==> src/rtl/store_unit.sv <==
// store_unit -- store path of the MIPS data-memory interface.
//   Accepts sb/sh/sw requests from MEM, aligns data onto big-endian byte lanes
//   with byte enables, buffers them in a DEPTH-entry FIFO and drains the FIFO
//   to data memory over a req/ack handshake.
// Optional feature macro: MISALIGN_TRAP_EN (misaligned half/word stores are
//   accepted but dropped, flagged on o_misalign_err / o_misalign_addr).
// Ports:
//   i_clk, i_rst_n          clock, synchronous active-low reset
//   i_st_valid/o_st_ready   store request handshake (ready == !full)
//   i_st_addr/data/size     byte address, rt value, 00=b 01=h 1x=w
//   o_mem_req/addr/wdata/be memory write (word address, lane data, enables)
//   i_mem_ack               memory accepted current write
//   o_busy                  FIFO non-empty or write in flight
//   o_misalign_err/addr     (MISALIGN_TRAP_EN) fault pulse / faulting address
module store_unit #(
  parameter int DEPTH = 4,
  parameter int AW    = 32
) (
  input  logic          i_clk,
  input  logic          i_rst_n,
  input  logic          i_st_valid,
  output logic          o_st_ready,
  input  logic [AW-1:0] i_st_addr,
  input  logic [31:0]   i_st_data,
  input  logic [1:0]    i_st_size,
  output logic          o_mem_req,
  output logic [AW-1:0] o_mem_addr,
  output logic [31:0]   o_mem_wdata,
  output logic [3:0]    o_mem_be,
  input  logic          i_mem_ack,
  output logic          o_busy
`ifdef MISALIGN_TRAP_EN
  ,
  output logic          o_misalign_err,
  output logic [AW-1:0] o_misalign_addr
`endif
);

  localparam int PW = $clog2(DEPTH);
  localparam int CW = PW + 1;

  typedef struct packed {
    logic [AW-3:0] waddr;
    logic [31:0]   wdata;
    logic [3:0]    be;
  } entry_t;

  typedef enum logic {IDLE, ISSUE} state_t;

  entry_t          r_fifo [DEPTH];
  logic [PW-1:0]   r_wr_ptr, r_rd_ptr;
  logic [CW-1:0]   r_count;
  state_t          r_state, w_state_nxt;
  entry_t          w_entry, w_head;
  logic            w_accept, w_misalign, w_push, w_pop, w_load;

  // Big-endian lane alignment: be[3] covers bits [31:24], i.e. byte offset 0.
  always_comb begin
    w_entry       = '0;
    w_entry.waddr = i_st_addr[AW-1:2];
    case (i_st_size)
      2'b00: begin
        w_entry.wdata = {4{i_st_data[7:0]}};
        w_entry.be    = 4'b1000 >> i_st_addr[1:0];
      end
      2'b01: begin
        w_entry.wdata = {2{i_st_data[15:0]}};
        w_entry.be    = i_st_addr[1] ? 4'b0011 : 4'b1100;
      end
      default: begin
        w_entry.wdata = i_st_data;
        w_entry.be    = 4'b1111;
      end
    endcase
  end

`ifdef MISALIGN_TRAP_EN
  assign w_misalign = ((i_st_size == 2'b01) && i_st_addr[0]) ||
                      (i_st_size[1] && (i_st_addr[1:0] != 2'b00));
`else
  assign w_misalign = 1'b0;
`endif

  // Full refuses a push even when the head is popped in the same cycle.
  assign o_st_ready = (r_count != CW'(DEPTH));
  assign w_accept   = i_st_valid && o_st_ready;
  assign w_push     = w_accept && !w_misalign;
  assign w_head     = r_fifo[r_rd_ptr];
  assign o_busy     = (r_count != '0) || (r_state == ISSUE);

  // FSM: the head stays in the FIFO while it is being issued and is popped on ack,
  // so busy covers the in-flight write through the count alone until the ack edge.
  always_ff @(posedge i_clk) begin
    if (!i_rst_n) r_state <= IDLE;
    else          r_state <= w_state_nxt;
  end

  always_comb begin
    w_state_nxt = r_state;
    w_load      = 1'b0;
    w_pop       = 1'b0;
    case (r_state)
      IDLE: begin
        if (r_count != '0) begin
          w_load      = 1'b1;
          w_state_nxt = ISSUE;
        end
      end
      ISSUE: begin
        if (i_mem_ack) begin
          w_pop       = 1'b1;
          w_state_nxt = IDLE;   // always pass through IDLE: one dead cycle between writes
        end
      end
      default: w_state_nxt = IDLE;
    endcase
  end

  // Storage needs no reset; validity is tracked by the pointers/count.
  always_ff @(posedge i_clk) begin
    if (w_push) r_fifo[r_wr_ptr] <= w_entry;
  end

  always_ff @(posedge i_clk) begin
    if (!i_rst_n) begin
      r_wr_ptr <= '0;
      r_rd_ptr <= '0;
      r_count  <= '0;
    end else begin
      if (w_push) r_wr_ptr <= r_wr_ptr + PW'(1);
      if (w_pop)  r_rd_ptr <= r_rd_ptr + PW'(1);
      case ({w_push, w_pop})
        2'b10:   r_count <= r_count + CW'(1);
        2'b01:   r_count <= r_count - CW'(1);
        default: r_count <= r_count;
      endcase
    end
  end

  always_ff @(posedge i_clk) begin
    if (!i_rst_n) begin
      o_mem_req   <= 1'b0;
      o_mem_addr  <= '0;
      o_mem_wdata <= '0;
      o_mem_be    <= '0;
    end else if (w_load) begin
      o_mem_req   <= 1'b1;
      o_mem_addr  <= {w_head.waddr, 2'b00};
      o_mem_wdata <= w_head.wdata;
      o_mem_be    <= w_head.be;
    end else if (w_pop) begin
      o_mem_req   <= 1'b0;
      o_mem_be    <= '0;
    end
  end

`ifdef MISALIGN_TRAP_EN
  always_ff @(posedge i_clk) begin
    if (!i_rst_n) begin
      o_misalign_err  <= 1'b0;
      o_misalign_addr <= '0;
    end else begin
      o_misalign_err <= w_accept && w_misalign;
      if (w_accept && w_misalign) o_misalign_addr <= i_st_addr;
    end
  end
`endif

endmodule

==> config.mk <==
export PLATFORM = sky130hd
export DESIGN_NAME = store_unit
export DESIGN_NICKNAME = d
export VERILOG_FILES = /design/src/rtl/store_unit.sv
export SDC_FILE = /design/constraint.sdc
export NUM_CORES = 1
export LEC_CHECK = 0
export ABC_CLOCK_PERIOD_IN_PS = 5250
export CAP_MARGIN = 25
export CORE_MARGIN = 2
export CORE_UTILIZATION = 50
export DETAILED_ROUTE_END_ITERATION = 8
export GPL_ROUTABILITY_DRIVEN = 0
export PLACE_DENSITY = 0.68
export SYNTH_ARGS = -nofsm -noshare
export SYNTH_HDL_FRONTEND = slang
export SYNTH_SLANG_ARGS = --single-unit
==> constraint.sdc <==
create_clock -name i_clk -period 5.25 [get_ports i_clk]
set_input_delay 0.525 -clock i_clk [delete_from_list [all_inputs] [get_ports i_clk]]
set_output_delay 0.525 -clock i_clk [all_outputs]
set_load 0.02 [all_outputs]
==> summary.txt, run 1 <==
F_max: 390.1 MHz
Critical Path RT: 4.72 ns
Synth top area cells: edfxtp_1 (64%), dfxtp_1 (12%), mux4_2 (12%)
Synth Register Bits: 341
Compound-Gate Fraction of Synth Area: 5.723%
R2R Setup Slk: 2.89 ns
Comb pwr share: 23.1%
Adder-cell share of the synthesized area: 0.6627%
Final HPWL DP: 13720 um
Distinct cells, synth: 33
Post-synthesis cell count: 609
Reg-to-reg endpoint: r_count[2]
Total number of vias: 6216
Total track usage: 18.82%
Crit. End Element: primary output
Post-Layout Cell Count: 1108
Synth warn: 0
Post-Synth Simple-Gate Area: 1.376%
Clock network fraction of design power: 31.4%
Clock latency on the worst-skew pair: 0.51 ns
Detailed Routing Iterations Pass 1: 4
Post-route DRC: 0
Die Span Y: 161.9 um
Hold_sp: o_mem_addr[21]
Max Clock Skew: 0.01486 ns
Top cell type's share of synthesized area: 63.62%
Fin nets: 835
Rows: 57
Net Sw Power: 2.071 mW
Critical Path Fanout Max: 10
Xor/xnor share of the synthesized area: 0.2812%
Full die area: 26200 um2
Min-delay worst type: reg2reg
Post-CTS Setup Inserts: 0
CTS tree: yes
Global-route wire length before repair: 37320 um
H-tree depth: 2
Io pins: 141
Power per cell area: 504.3 nW/um2
Initial core utilization: 51.09%
Diode count: 0
Sw Share: 26.70%
Slew @ Worst Pin: 1.028 ns
DR WL/cell: 21.97 um
R2R cell count: 8
Lkg Pwr: 5.105 nW
Number of global-route vias before repair: 6548
Worst setup SP type: flip-flop
Pins Over Slew Limit: 0
Final hold vios: 0
Number of max-cap violations: 0
Worst-case clock buffer depth: 3
Core Area: 24390 um2
CTS buffer count: 36
Int Power: 5.685 mW
Status: complete, no violations
Dpl cells: 1041
Dpl ws: 2.512 ns
Mux contribution to synthesized area: 14.02%
RSZ-0062 raised after global routing: false
Hold Worst Slack: 0.4747 ns
WP data arrival: 2.04 ns
Most frequent cells in the layout: edfxtp_1 (264), clkdlybuf4s50_1 (138), dfxtp_1 (75)
CTS Root Cell: clkbuf_16
Crit path kind: reg2out
Largest net degree at the start of global routing: 67
Post-cts resize count: 0
Initial drt markers: 389
Vias/cell: 5.610
Final WL: 24350 um
Minimum clock period after layout: 2.563 ns
Final ANT Viol Nets: 0
Slew Limit Headroom: 31.48%
Peak supply drop: 0.2833 mV
Most common cell after layout, fill and taps aside: edfxtp_1
Syn-to-layout area delta: 23.44%
Clock-pin slew on the worst setup and hold paths: 0.06 ns
Final setup fails: 0
Power Total: 7.756 mW
Mean Syn Cell Area: 20.46 um2
Layout cells sized above 1: 19.13%
Die Span X: 161.9 um
Period utilisation layout: 48.83%
Sequential area share after synthesis: 75.99%
Hold EP: o_mem_addr[21]
Port buffer count: 138
Sequential share of power: 45.5%
Hold_buf cts: 0
Initial antenna violation count: 0
Setup ws final: 2.687 ns
Post-Syn Area: 12460 um2
# fillers: 1709
Setup tns final: 0 ns
Worst Hold Depth: 1
FF-to-FF Start: r_count[2]
GR Overflow Total: 0
Synth area leader: edfxtp_1
Largest family of logic cells by synthesized area: multiplexers
CTS sink count: 341
-- worst max-delay path: stages, from the launching register on --
cell and delay, ns:
dfxtp_1 0.39, or3b_1 0.52, clkdlybuf4s50_1 0.62
-- Yosys cell counts (all sizes together) --
cell and instances:
edfxtp 264, dfxtp 77, a22o 66, mux4 66
buf 28, mux2 16, nand2 10, clkbuf 9
nor2 9, o21ai 9, inv 8, mux2i 8
a21oi 5, and3 5, ha 5, a21o 4
xor2 4, nand3 3, nand2b 2, nor3 2
o21bai 2, a2bb2oi 1, conb 1, fa 1
o21a 1, or3 1, or3b 1, or4 1
-- layer usage --
metal | vias up | GRT usage (%) | routed length (um)
met5 | - | 0 | 0
met3 | 38 | 4.111 | 1478
li1 | 2790 | - | -
met4 | 0 | 4.545 | 395
met2 | 185 | 32.57 | 12040
met1 | 3203 | 24.55 | 10430
-- power by group through the flow --
stage | combinational [mW] | sequential [mW] | clock, mW
after floorplan | 0.828 | 3.78 | 0
after global placement | 1.71 | 3.62 | 0
after detailed placement | 1.80 | 3.59 | 0
after CTS | 1.81 | 3.54 | 2.49
after global routing | 1.90 | 3.58 | 2.60
final | 1.79 | 3.53 | 2.43
-- cell type report --
class | instances | area, um2 | share of cell area (%)
clock inverter | 10 | 121.4 | 0.7891
inverter | 8 | 30.03 | 0.1952
tap | 324 | 405.4 | 2.636
timing repair buffer | 148 | 1549 | 10.07
clock buffer | 53 | 1016 | 6.605
sequential | 341 | 9477 | 61.61
multi-input combinational | 224 | 2783 | 18.09
-- how the worst max path moves through the flow --
stage | startpoint | slack, ns | cells past startpoint | endpoint
floorplan | i_st_valid | 2.44 | 2 | r_fifo[0][0]
global placement | i_st_size[0] | 2.54 | 3 | r_fifo[0][14]
detailed placement | i_st_size[0] | 2.51 | 3 | r_fifo[0][14]
CTS | r_count[2] | 2.66 | 2 | o_st_ready
global route | r_count[2] | 2.58 | 2 | o_st_ready
finish | r_count[2] | 2.69 | 2 | o_st_ready
-- registers in the layout, indices dropped and copies added, names as in the netlist, named ones only --
name and cells:
o_mem_addr 30, o_mem_req 1, r_fifo 264, o_mem_be 4
r_count 3, r_state 1, r_rd_ptr 2, r_wr_ptr 2
o_mem_wdata 32
-- cells by family (layout without fill, tap and decap cells) --
group / count (synthesis) / in the layout
AOI/OAI and AO/OA: 88 / 88
xor gates and xnor gates: 4 / 4
adders and majority gates: 6 / 6
buffers and inverters: 45 / 219
DFF: 341 / 341
muxes: 90 / 90
other: 1 / 2
and+or+nand+nor: 34 / 34
-- through the flow --
| step | util, % | instance area, um2 |
|---|---|---|
| after floorplan | - | 12460 |
| after detailed placement | 57.98 | 14140 |
| after CTS | 62.64 | 15280 |
| after global routing | 63.06 | 15380 |
| after global placement | 57.86 | 14110 |
| final | 63.06 | 15380 |
No activity file was read; power rests on OpenSTA's default activity.
==> run 2: changes to the inputs <==
--- a/config.mk
+++ b/config.mk
@@ -5,13 +5,13 @@
 export SDC_FILE = /design/constraint.sdc
 export NUM_CORES = 1
 export LEC_CHECK = 0
-export ABC_CLOCK_PERIOD_IN_PS = 5250
+export ABC_CLOCK_PERIOD_IN_PS = 2300
 export CAP_MARGIN = 25
 export CORE_MARGIN = 2
 export CORE_UTILIZATION = 50
 export DETAILED_ROUTE_END_ITERATION = 8
 export GPL_ROUTABILITY_DRIVEN = 0
-export PLACE_DENSITY = 0.68
+export PLACE_DENSITY = 0.71
 export SYNTH_ARGS = -nofsm -noshare
 export SYNTH_HDL_FRONTEND = slang
 export SYNTH_SLANG_ARGS = --single-unit
==> constraint.sdc (replaced) <==
create_clock -name i_clk -period 2.3 [get_ports i_clk]
set_input_delay 0.23 -clock i_clk [delete_from_list [all_inputs] [get_ports i_clk]]
set_output_delay 0.23 -clock i_clk [all_outputs]
set_load 0.02 [all_outputs]
==> run 2 against run 1 <==
  * Clock power increased by 130%
  * Register-to-register slack got worse by 2.8 ns
  * Critical path depth is the same
  * Clock-buffer cell count down 1
  * Utilization up 1.3 points
  * Global-route usage up 0.87 points
  * Clock skew up 0.014 ns
  * Via count increased by 3.3%
  * Setup slack got worse by 2.6 ns
  * Worst hold slack got worse by 0.12 ns
  * Cell area up 2.0%
  * First-iteration DRC count is 3.6% higher
  * Critical path type unchanged
  * Largest power group unchanged
==> summary.txt, run 2 (synthesis gave the netlist of run 1 again) <==
Core Area: 24390 um2 (unchanged)
Dpl ws: 0.06451 ns (was 2.512 ns)
CTS tree: yes (unchanged)
Cells along the critical path: or4_4, clkdlybuf4s50_1 (was or3b_1, clkdlybuf4s50_1)
DR WL/cell: 22.63 um (was 21.97 um)
Final HPWL DP: 15900 um (was 13720 um)
Worst-case clock buffer depth: 3 (unchanged)
Initial drt markers: 403 (was 389)
Top flop regs: r_fifo (264), o_mem_wdata (32), o_mem_addr (30) (unchanged)
CTS buffer count: 36 (unchanged)
Met1 layer usage reported by global route: 26.28% (was 24.55%)
Peak supply drop: 0.7131 mV (was 0.2833 mV)
Post-CTS Setup Inserts: 0 (unchanged)
M3 GR Usage: 3.933% (was 4.111%)
Global-route wire length before repair: 39050 um (was 37320 um)
Max Clock Skew: 0.02841 ns (was 0.01486 ns)
H-tree depth: 2 (unchanged)
Worst setup SP type: flip-flop (unchanged)
Met2 usage: 33.40% (was 32.57%)
Worst Path Buf+Inv: 1 (unchanged)
Total number of vias: 6422 (was 6216)
Most Crowded Layer GR: met2 (unchanged)
Most common cell after layout, fill and taps aside: edfxtp_1 (unchanged)
Biggest register: r_fifo (unchanged)
Crit. End Element: primary output (unchanged)
Setup ws final: 0.07096 ns (was 2.687 ns)
Full die area: 26200 um2 (unchanged)
Pins Over Slew Limit: 0 (unchanged)
Critical Path Fanout Max: 5 (was 10)
F_max: 448.6 MHz
Largest net degree at the start of global routing: 42 (was 67)
Most frequent cells in the layout: edfxtp_1 (264), clkdlybuf4s50_1 (137), dfxtp_1 (73) (was edfxtp_1 (264), clkdlybuf4s50_1 (138), dfxtp_1 (75))
Clock-pin slew on the worst setup and hold paths: 0.06 ns (about the same)
Initial core utilization: 51.09% (unchanged)
Final hold vios: 0 (unchanged)
Rows: 57 (unchanged)
GR Overflow Total: 0 (unchanged)
Setup tns final: 0 ns (unchanged)
Post-Layout Cell Count: 1133 (was 1108)
Final WL: 25640 um (was 24350 um)
Total track usage: 19.69% (was 18.82%)
Status: complete, no violations (unchanged)
Largest register FFs: 264 (unchanged)
Dpl cells: 1067 (was 1041)
CTS Root Cell: clkbuf_16 (unchanged)
Crit path kind: reg2out (unchanged)
CP max stage delay: 0.57 ns (was 0.62 ns)
Number of global-route vias before repair: 6889 (was 6548)
Delay-heaviest family, CP: simple AND/OR/NAND/NOR gates (was buffers and inverters)
Slowest-stage cell, CP: or4_4 (was clkdlybuf4s50_1)
Die Span Y: 161.9 um (unchanged)
RSZ-0062 raised after global routing: false (unchanged)
Vias/cell: 5.668 (was 5.610)
Power per cell area: 1147 nW/um2 (was 504.3 nW/um2)
Die Span X: 161.9 um (unchanged)
WP data arrival: 2.00 ns (was 2.04 ns)
Slew Limit Headroom: 48.79% (was 31.48%)
Initial antenna violation count: 0 (unchanged)
Power Total: 18.00 mW (was 7.756 mW)
Diode count: 0 (unchanged)
Number of max-cap violations: 0 (unchanged)
Syn-to-layout area delta: 25.94% (was 23.44%)
Clock latency on the worst-skew pair: 0.52 ns (was 0.51 ns)
Detailed Routing Iterations Pass 1: 5 (was 4)
Io pins: 141 (unchanged)
Fin nets: 857 (was 835)
Slew @ Worst Pin: 0.7602 ns (was 1.028 ns)
Final ANT Viol Nets: 0 (unchanged)
Period utilisation layout: 96.91%
Layout cells sized above 1: 22.37% (was 19.13%)
Final setup fails: 0 (unchanged)
CTS sink count: 341 (unchanged)
Port buffer count: 138 (unchanged)
Lkg Pwr: 5.253 nW (was 5.105 nW)
Min-delay worst type: in2reg (was reg2reg)
Critical Path RT: 2.07 ns (was 4.72 ns)
Post-route DRC: 0 (unchanged)
Minimum clock period after layout: 2.229 ns
==> run 2: changes by cell type in the layout (fill, tap and decap cells not counted), moves of 2 or more <==
cell,previous run,this run
buf_16,4,0
buf_4,5,16
clkinv_2,4,6
dfxtp_1,75,73
buf_12,1,16
inv_6,0,2
==> run 2: worst paths after layout <==
path	start	endpoint	slack [ns]	depth (start not counted)
worst max-delay path	r_count[2]	o_busy	0.07	2
worst min-delay path	i_st_addr[19]	r_fifo[0][53]	0.36	1
worst max register to register	r_count[0]	r_count[2]	0.11	8
worst min register to register	o_mem_addr[7]	o_mem_addr[7]	0.47	1
==> run 2: final cells by class <==
| type | instances | area (um2) |
|---|---|---|
| sequential | 341 | 9482 |
| fill | 1678 | 8698 |
| multi-input combinational | 224 | 2789 |
| timing repair buffer | 170 | 1821 |
| clock buffer | 52 | 1012 |
| tap | 324 | 405.4 |
| clock inverter | 14 | 153.9 |
| inverter | 8 | 30.03 |
==> run 2: timing repair <==
item / 4_1_cts / 5_1_grt
setup endpoints to repair: 1 / 1
pin swaps: 0 / 1
hold buffers: 0 / 0
gates resized for setup: 1 / 5
==> run 2: per-layer routing <==
metal	vias to the layer above	wire length, um
met4	0	517
met1	3315	10810
met2	229	12760
met3	42	1546
met5	-	0
li1	2836	-
==> run 2: stage by stage <==
step / hold slack, ns / utilization, % / instance area, um2
6_report: 0.3575 / 64.34 / 15690
5_1_grt: 0.3530 / 64.34 / 15690
4_1_cts: 0.3449 / 64.29 / 15680
3_5_place_dp: 0.4640 / 59.52 / 14520
3_3_place_gp: 0.4604 / 59.52 / 14520
2_1_floorplan: 0.3289 / - / 12470
==> run 2: where the power goes <==
part / internal [mW] / leakage, nW / total [mW] / switching, mW
Combinational: 2.15 / 1.62 / 4.30 / 2.14
Clock: 3.41 / 0.574 / 5.65 / 2.24
Sequential: 7.55 / 3.05 / 8.05 / 0.502
Total: 13.1 / 5.25 / 18.0 / 4.88
==> run 3: changes to the inputs <==
--- a/config.mk
+++ b/config.mk
@@ -5,13 +5,14 @@
 export SDC_FILE = /design/constraint.sdc
 export NUM_CORES = 1
 export LEC_CHECK = 0
-export ABC_CLOCK_PERIOD_IN_PS = 2300
+export ABC_CLOCK_PERIOD_IN_PS = 2100
 export CAP_MARGIN = 25
 export CORE_MARGIN = 2
 export CORE_UTILIZATION = 50
+export CTS_CLUSTER_DIAMETER = 100
 export DETAILED_ROUTE_END_ITERATION = 8
 export GPL_ROUTABILITY_DRIVEN = 0
-export PLACE_DENSITY = 0.71
+export PLACE_DENSITY = 0.68
 export SYNTH_ARGS = -nofsm -noshare
 export SYNTH_HDL_FRONTEND = slang
 export SYNTH_SLANG_ARGS = --single-unit
==> constraint.sdc (replaced) <==
create_clock -name i_clk -period 2.1 [get_ports i_clk]
set_input_delay 0.21 -clock i_clk [delete_from_list [all_inputs] [get_ports i_clk]]
set_output_delay 0.21 -clock i_clk [all_outputs]
set_load 0.02 [all_outputs]
==> run 3 against run 2 <==
  * Combinational power grew 12%
  * Register-to-register slack lost 0.07 ns
  * Power grew 9.8%
  * Utilization grew 0.28 points
  * Critical path depth grew 1
  * Die area is the same
  * Clock power grew 9.7%
  * Critical path type unchanged
  * Critical endpoint unchanged
  * Largest cell class unchanged
  * Highest routed layer unchanged
==> summary.txt, run 3 (synthesis gave the netlist of run 1 again) <==
CTS sink count: 341 (unchanged)
Die Span Y: 161.9 um (unchanged)
Most frequent cells in the layout: edfxtp_1 (264), clkdlybuf4s50_1 (136), dfxtp_1 (74) (was edfxtp_1 (264), clkdlybuf4s50_1 (137), dfxtp_1 (73))
CTS tree: yes (unchanged)
Setup ws final: 0.03541 ns (was 0.07096 ns)
Initial drt markers: 473 (was 403)
Core Area: 24390 um2 (unchanged)
Worst Path Buf+Inv: 2 (was 1)
Status: complete, no violations (unchanged)
Largest register FFs: 264 (unchanged)
DR WL/cell: 22.17 um (was 22.63 um)
Dpl ws: -0.06159 ns (was 0.06451 ns)
Hold Worst Slack: 0.3375 ns (was 0.3575 ns)
Placement-stage cell area: 14550 um2 (was 14520 um2)
F_max: 484.4 MHz
Rows: 57 (unchanged)
Minimum clock period after layout: 2.065 ns
Layout cells sized above 1: 23.15% (was 22.37%)
Net Sw Power: 5.328 mW (was 4.882 mW)
Final setup fails: 0 (unchanged)
Crit path kind: reg2out (unchanged)
Total track usage: 19.53% (was 19.69%)
Syn-to-layout area delta: 26.49% (was 25.94%)
Max Clock Skew: 0.01962 ns (was 0.02841 ns)
Port buffer count: 138 (unchanged)
Power per cell area: 1253 nW/um2 (was 1147 nW/um2)
Worst setup SP type: flip-flop (unchanged)
Critical Path Fanout Max: 4 (was 5)
Total number of vias: 6419 (was 6422)
Int Power: 14.43 mW (was 13.11 mW)
Final ANT Viol Nets: 0 (unchanged)
Initial core utilization: 51.09% (unchanged)
Sequential share of power: 44.3% (was 44.7%)
Power Total: 19.76 mW (was 18.00 mW)
RSZ-0062 raised after global routing: true (was false)
WP data arrival: 1.85 ns (was 2.00 ns)
Clock-pin slew on the worst setup and hold paths: 0.06 ns (about the same)
Peak supply drop: 0.6811 mV (was 0.7131 mV)
Cells along the critical path: buf_4, or4_4, clkdlybuf4s15_1 (was or4_4, clkdlybuf4s50_1)
Detailed Routing Iterations Pass 1: 5 (unchanged)
Lkg Pwr: 5.285 nW (was 5.253 nW)
Slew Limit Headroom: 64.31% (was 48.79%)
Global-route wire length before repair: 39090 um (was 39050 um)
Final hold vios: 0 (unchanged)
Post-route DRC: 0 (unchanged)
Initial antenna violation count: 0 (unchanged)
Clock latency on the worst-skew pair: 0.51 ns (was 0.52 ns)
Number of max-cap violations: 0 (unchanged)
Full die area: 26200 um2 (unchanged)
Slew @ Worst Pin: 0.5297 ns (was 0.7602 ns)
Largest net degree at the start of global routing: 46 (was 42)
Crit. End Element: primary output (unchanged)
CTS buffer count: 36 (unchanged)
# fillers: 1667 (was 1678)
Min-delay worst type: in2reg (unchanged)
Clock network fraction of design power: 31.4% (about the same)
Critical Path RT: 1.89 ns (was 2.07 ns)
Final WL: 25190 um (was 25640 um)
Pins Over Slew Limit: 0 (unchanged)
GR Overflow Total: 0 (unchanged)
Top flop regs: r_fifo (264), o_mem_wdata (32), o_mem_addr (30) (unchanged)
Period utilisation layout: 98.31%
Number of global-route vias before repair: 6953 (was 6889)
Final design instance area without fill: 15760 um2 (was 15690 um2)
CP max stage delay: 0.56 ns (was 0.57 ns)
Comb pwr share: 24.3% (was 23.9%)
Slowest-stage cell, CP: or4_4 (unchanged)
H-tree depth: 2 (unchanged)
Die Span X: 161.9 um (unchanged)
Final HPWL DP: 15260 um (was 15900 um)
Diode count: 0 (unchanged)
Worst-case clock buffer depth: 3 (unchanged)
Biggest register: r_fifo (unchanged)
Fin nets: 862 (was 857)
CTS Root Cell: clkbuf_16 (unchanged)
Sw Share: 26.97% (was 27.13%)
Delay-heaviest family, CP: simple AND/OR/NAND/NOR gates (unchanged)
Vias/cell: 5.651 (was 5.668)
Hold_buf cts: 0 (unchanged)
Setup tns final: 0 ns (unchanged)
Io pins: 141 (unchanged)
Most common cell after layout, fill and taps aside: edfxtp_1 (unchanged)
-- run 3: cell count changes in the layout (fill, tap and decap cells not counted), moves of 2 or more --
cell      before  now
clkinv_1       2    4
clkbuf_8       3    6
buf_4         16   21
clkinv_2       6    3
clkbuf_1      12    9
-- run 3: worst paths after layout --
check                 startpoint        endpoint  slack, ns  depth (start not counted)
setup / recovery      r_count[2]          o_busy       0.04                          3
hold / removal     i_st_addr[30]   r_fifo[3][64]       0.34                          1
hold reg to reg   o_mem_addr[26]  o_mem_addr[26]       0.48                          1
setup reg to reg      r_count[2]      r_count[2]       0.04                          8
-- run 3: through the flow --
| stage | instances | utilization (%) |
|---|---|---|
| final | 1136 | 64.62 |
| after global routing | 1136 | 64.62 |
| after global placement | 1071 | 59.66 |
| after detailed placement | 1071 | 59.66 |
| after floorplan | 610 | - |
| after CTS | 1135 | 64.49 |
-- run 3: cell type report --
class                      count  area [um2]  area share (%)
multi-input combinational    224        2816           17.87
timing repair buffer         175        1858           11.79
inverter                       8       30.03          0.1905
sequential                   341        9480           60.15
tap                          324       405.4           2.572
clock inverter                13       153.9          0.9764
clock buffer                  51        1017           6.454
-- run 3: layer usage --
metal	share of wire (%)	vias to the layer above	GRT usage (%)
met4	1.9	0	4.666
met3	5.6	42	4.111
li1	-	2850	-
met1	42	3318	25.79
met2	50	209	33.60
met5	0	-	0
-- run 3: power groups by stage --
stage          clock [mW]  sequential, mW  combinational (mW)
2_1_floorplan           0            9.44                2.08
3_5_place_dp            0            8.90                4.84
3_3_place_gp            0            8.85                4.77
6_report             6.20            8.76                4.80
4_1_cts              6.33            8.77                4.85
5_1_grt              6.59            8.85                5.10
-- run 3: what timing repair did --
action | 4_1_cts | 5_1_grt
pin swaps | 2 | 2
setup endpoints to repair | 3 | 2
resized for setup | 5 | 5
cloned | 0 | 0
buffers inserted | 0 | 1
hold endpoints to repair | 0 | 0
==> variant 1: new RTL, settings of run 3 <==
Change the parameter `AW` from 32 to 48.
--- a/src/rtl/store_unit.sv
+++ b/src/rtl/store_unit.sv
@@ -14,7 +14,7 @@
 //   o_misalign_err/addr     (MISALIGN_TRAP_EN) fault pulse / faulting address
 module store_unit #(
   parameter int DEPTH = 4,
-  parameter int AW    = 32
+  parameter int AW    = 48
 ) (
   input  logic          i_clk,
   input  logic          i_rst_n,
Interface: changed (resized i_st_addr and o_mem_addr); port bits go from 141 to 173. The function was not compared with the original's and may differ.
==> variant 1 against run 3 <==
  * The run now ends with negative setup slack left
  * Area after synthesis rose by 23%
  * Cell area rose by 22%
  * Largest cell class unchanged
  * First-iteration DRC count rose by 37%
  * Setup slack got worse by 0.050 ns
  * Total power rose by 22%
  * Combinational power rose by 21%
  * Sequential cell count rose by 80
  * Routed wire length rose by 22%
==> variant 1: results (changes against run 3) <==
outcome finished with violations; failing checks negative setup slack; Final Non-Filler Cells 1372 (+21%); CP Data Arrival Time 2.57 ns (+0.72 ns); largest net degree at the start of global routing 70 (+52%); routing usage on met2 0.314 (-0.0222); Iteration-0 DRC Markers 647 (+37%); DP Wirelength 18600 µm (+22%); Synth Area in Adders 0.00538 (-0.00125); Inserted Clock Buffers 43 (+19%); post-synthesis xor/xnor area fraction 0.00228 (-0.000528); top post-synthesis cells by area edfxtp_1 64%, dfxtp_1 12%, mux4_2 9.7%, a22o_1 4.7%, mux4_1 2.7%; DR WL met2 14600 µm (+16%); VDD IR max 0.000811 V (+19%); Overall Global Routing Usage 0.195 (about the same); Hold Crit Endpoint r_fifo[3][41]; Pleak 6.47 nW (+22%); per-cell routed wire length 22.4 µm (+0.85%); top flop regs r_fifo x328, o_mem_addr x46, o_mem_wdata x32; PnR worst setup slack -0.0146 ns (-0.0500 ns); Hold Crit Start i_st_addr[7]; met3 Usage GRT 0.0401 (-0.00104); Finish-stage setup viols 1 (+1); DR WL met3 1900 µm (+33%); Metal-1 WL 13500 µm (+27%); Critical Path Slowest Stage Cell or3b_4
variant 1: cell types whose count changed after synthesis, sizes merged:
| cell | run 3 | this run |
|---|---|---|
| mux4 | 66 | 82 |
| dfxtp | 77 | 93 |
| a22o | 66 | 82 |
| clkbuf | 9 | 17 |
| edfxtp | 264 | 328 |
| buf | 28 | 27 |
variant 1: area by class of cell:
class | count | area [µm²]
timing repair buffer | 213 | 2290
tap | 396 | 495
clock buffer | 64 | 1230
inverter | 8 | 30.0
sequential | 421 | 11700
clock inverter | 14 | 178
multi-input combinational | 256 | 3370
fill | 2186 | 11100
variant 1: per-stage QoR:
stage	utilization	hold slack, ns	setup TNS [ns]	setup WS, ns	power, W
finish	0.634	0.324	-0.0146	-0.0146	0.0241
global route	0.634	0.321	-0.112	-0.112	0.0252
CTS	0.634	0.288	0	0.00523	0.0244
detailed placement	0.588	0.462	0	0.0224	0.0168
global placement	0.588	0.459	0	0.0357	0.0168
floorplan	-	0.309	-23.07	-0.0703	0.0142
==> variant 2: new RTL, flow settings as in run 3 <==
Made on the original files. Add a define of `MISALIGN_TRAP_EN`.
--- a/src/rtl/store_unit.sv
+++ b/src/rtl/store_unit.sv
@@ -12,6 +12,8 @@
 //   i_mem_ack               memory accepted current write
 //   o_busy                  FIFO non-empty or write in flight
 //   o_misalign_err/addr     (MISALIGN_TRAP_EN) fault pulse / faulting address
+`define MISALIGN_TRAP_EN
+
 module store_unit #(
   parameter int DEPTH = 4,
   parameter int AW    = 32
Behaviour (old outputs only; new: o_misalign_addr and o_misalign_err): not the same (Yosys sat finds a counterexample within 4 cycles, from zero or initial values and one cycle with i_rst_n low).
==> variant 2 against run 3 <==
  * The run now ends with negative setup slack left
  * Setup slack lost 0.099 ns
  * Global-route usage grew 1.0 points
  * Cell area grew 12%
  * Count of clock-buffer cells in the layout shrank 2
  * Routed wire length grew 16%
  * Area after synthesis grew 10%
  * Sequential cell count grew 33
  * Total power shrank 1.9%
  * Largest power group unchanged
==> variant 2: results (changes against run 3) <==
first-pass GRT wire length 44700 µm (+14%); insertion delay to the later sink of the worst-skew pair 0.50 ns; Pleak 5.99 nW (+13%); proportion of layout cells with a drive suffix above 1 0.220 (-0.0119); met3 Usage GRT 0.0509 (+0.00982); first drt pass iteration count 4 (-1); largest net degree at the start of global routing 72 (+57%); Finish-stage setup viols 1 (+1); CTS Root Cell clkbuf_16; final WL 29300 µm (+16%); via count 7417 (+16%); top post-synthesis cells by area edfxtp_1 58%, dfxtp_1 16%, mux4_2 11%, a22o_1 3.9%, mux2i_1 3.1%; worst-path maximum fanout 2 (-2); failing checks negative setup slack; YS warnings 0 (unchanged); IO Port Bufs 171 (+24%); sequential area share after synthesis 0.737 (-0.0231); Hold WC Path Type in -> reg; main combinational cell family by area after synthesis multiplexers; uppermost layer routed met4; routing usage on met2 0.337 (+0.00102); top flop regs r_fifo x264, o_mem_wdata x32, o_misalign_addr x32; EDFF count, synth 264 (unchanged); per-cell routed wire length 21.9 µm (-1.4%); CTS max path bufs 3 (unchanged); top cells by count, synth 264 x edfxtp_1, 110 x dfxtp_1, 77 x nand2_1; Yosys cell types 36 (+9.1%); multiplexer area fraction after synthesis 0.152 (+0.0116); final net count 1048 (+22%); Resize count post-CTS 5 (unchanged); worst reg2reg path depth 9 (+1); FFs w/ async S/R, synth 0 (unchanged); met1 Usage GRT 0.275 (+0.0173); Synth Area in Adders 0.00601 (-0.000621); Inserted Clock Buffers 37 (+2.8%); antenna violations before repair 0 (unchanged); cell taking the most area after synthesis edfxtp_1; Top FF cell, synth edfxtp_1; pre-CTS setup slack -0.337 ns (-0.276 ns); PnR worst setup slack -0.0636 ns (-0.0990 ns); DR WL met3 2190 µm (+54%); Overall Global Routing Usage 0.205 (+0.0102); clock skew 0.00880 ns (-0.0108 ns); outcome finished with violations; VDD IR max 0.000641 V (-5.8%); CP Data Arrival Time 2.60 ns (+0.75 ns); placed cells 1272 (+19%); Compound-Gate Fraction of Synth Area 0.0531 (-0.00409); Cells on Worst Hold Path 4 (+3); post-synthesis xor/xnor area fraction 0.00255 (-0.000263); Metal-1 WL 12500 µm (+17%); Synth Area per Inst 18.3 µm² (-10%); vias in the first global route 7755 (+12%); # Post-CTS Setup Buffers 2 (+2); DR WL met2 14000 µm (+11%); Iteration-0 DRC Markers 605 (+28%); DP Wirelength 19500 µm (+28%); Rel. slew slack 0.519 (-0.124); CTS H-tree lvls 2 (unchanged)
variant 2: kinds of logic (layout without fill, tap and decap cells):
group | after synthesis | in the layout
xor+xnor | 4 | 4
compound gates | 86 | 86
fa+ha+maj | 6 | 6
other cells | 1 | 3
flops | 374 | 374
mux | 124 | 124
buf+inv | 55 | 301
simple gates | 100 | 100
variant 2: worst paths after layout:
kind | endpoint | from
setup reg to reg | r_count[2] | r_count[2]
hold / removal | r_count[2] | i_rst_n
hold reg to reg | o_misalign_addr[28] | o_misalign_addr[28]
setup / recovery | r_count[2] | r_count[2]
variant 2: layout make-up:
cell class	count	area [µm²]
fillers	1784	9370
clock inverters	15	186
diodes	1	2.50
clock buffers	49	1020
repair buffers	227	2360
flip-flops and latches	374	10100
inverters	10	37.5
well taps	341	427
multi-input cells	322	3400
variant 2: report_power, final:
group / switching, W / internal, W / total [W]
sequential: 0.000356 / 0.00857 / 0.00893
clock: 0.00262 / 0.00392 / 0.00654
combinational: 0.00196 / 0.00195 / 0.00391
total: 0.00493 / 0.0144 / 0.0194
variant 2: stage by stage:
| step | instance area [µm²] | total power (W) | hold slack, ns | TNS [ns] |
|---|---|---|---|---|
| floorplan | 13800 | 0.0111 | 0.309 | -9.88 |
| global placement | 16300 | 0.0129 | 0.441 | -0.284 |
| detailed placement | 16400 | 0.0130 | 0.446 | -1.24 |
| CTS | 17600 | 0.0196 | 0.118 | -0.0567 |
| global route | 17600 | 0.0201 | 0.142 | -0.112 |
| finish | 17600 | 0.0194 | 0.140 | -0.0636 |
variant 2: worst max-delay path, stage by stage (launching register included):
cell	delay [ns]
dfxtp_2	0.33
or3b_4	0.41
o211a_4	0.16
inv_2	0.06
ha_4	0.13
inv_2	0.04
fa_2	0.34
xor2_1	0.15
or3_1	0.33
a21oi_2	0.14
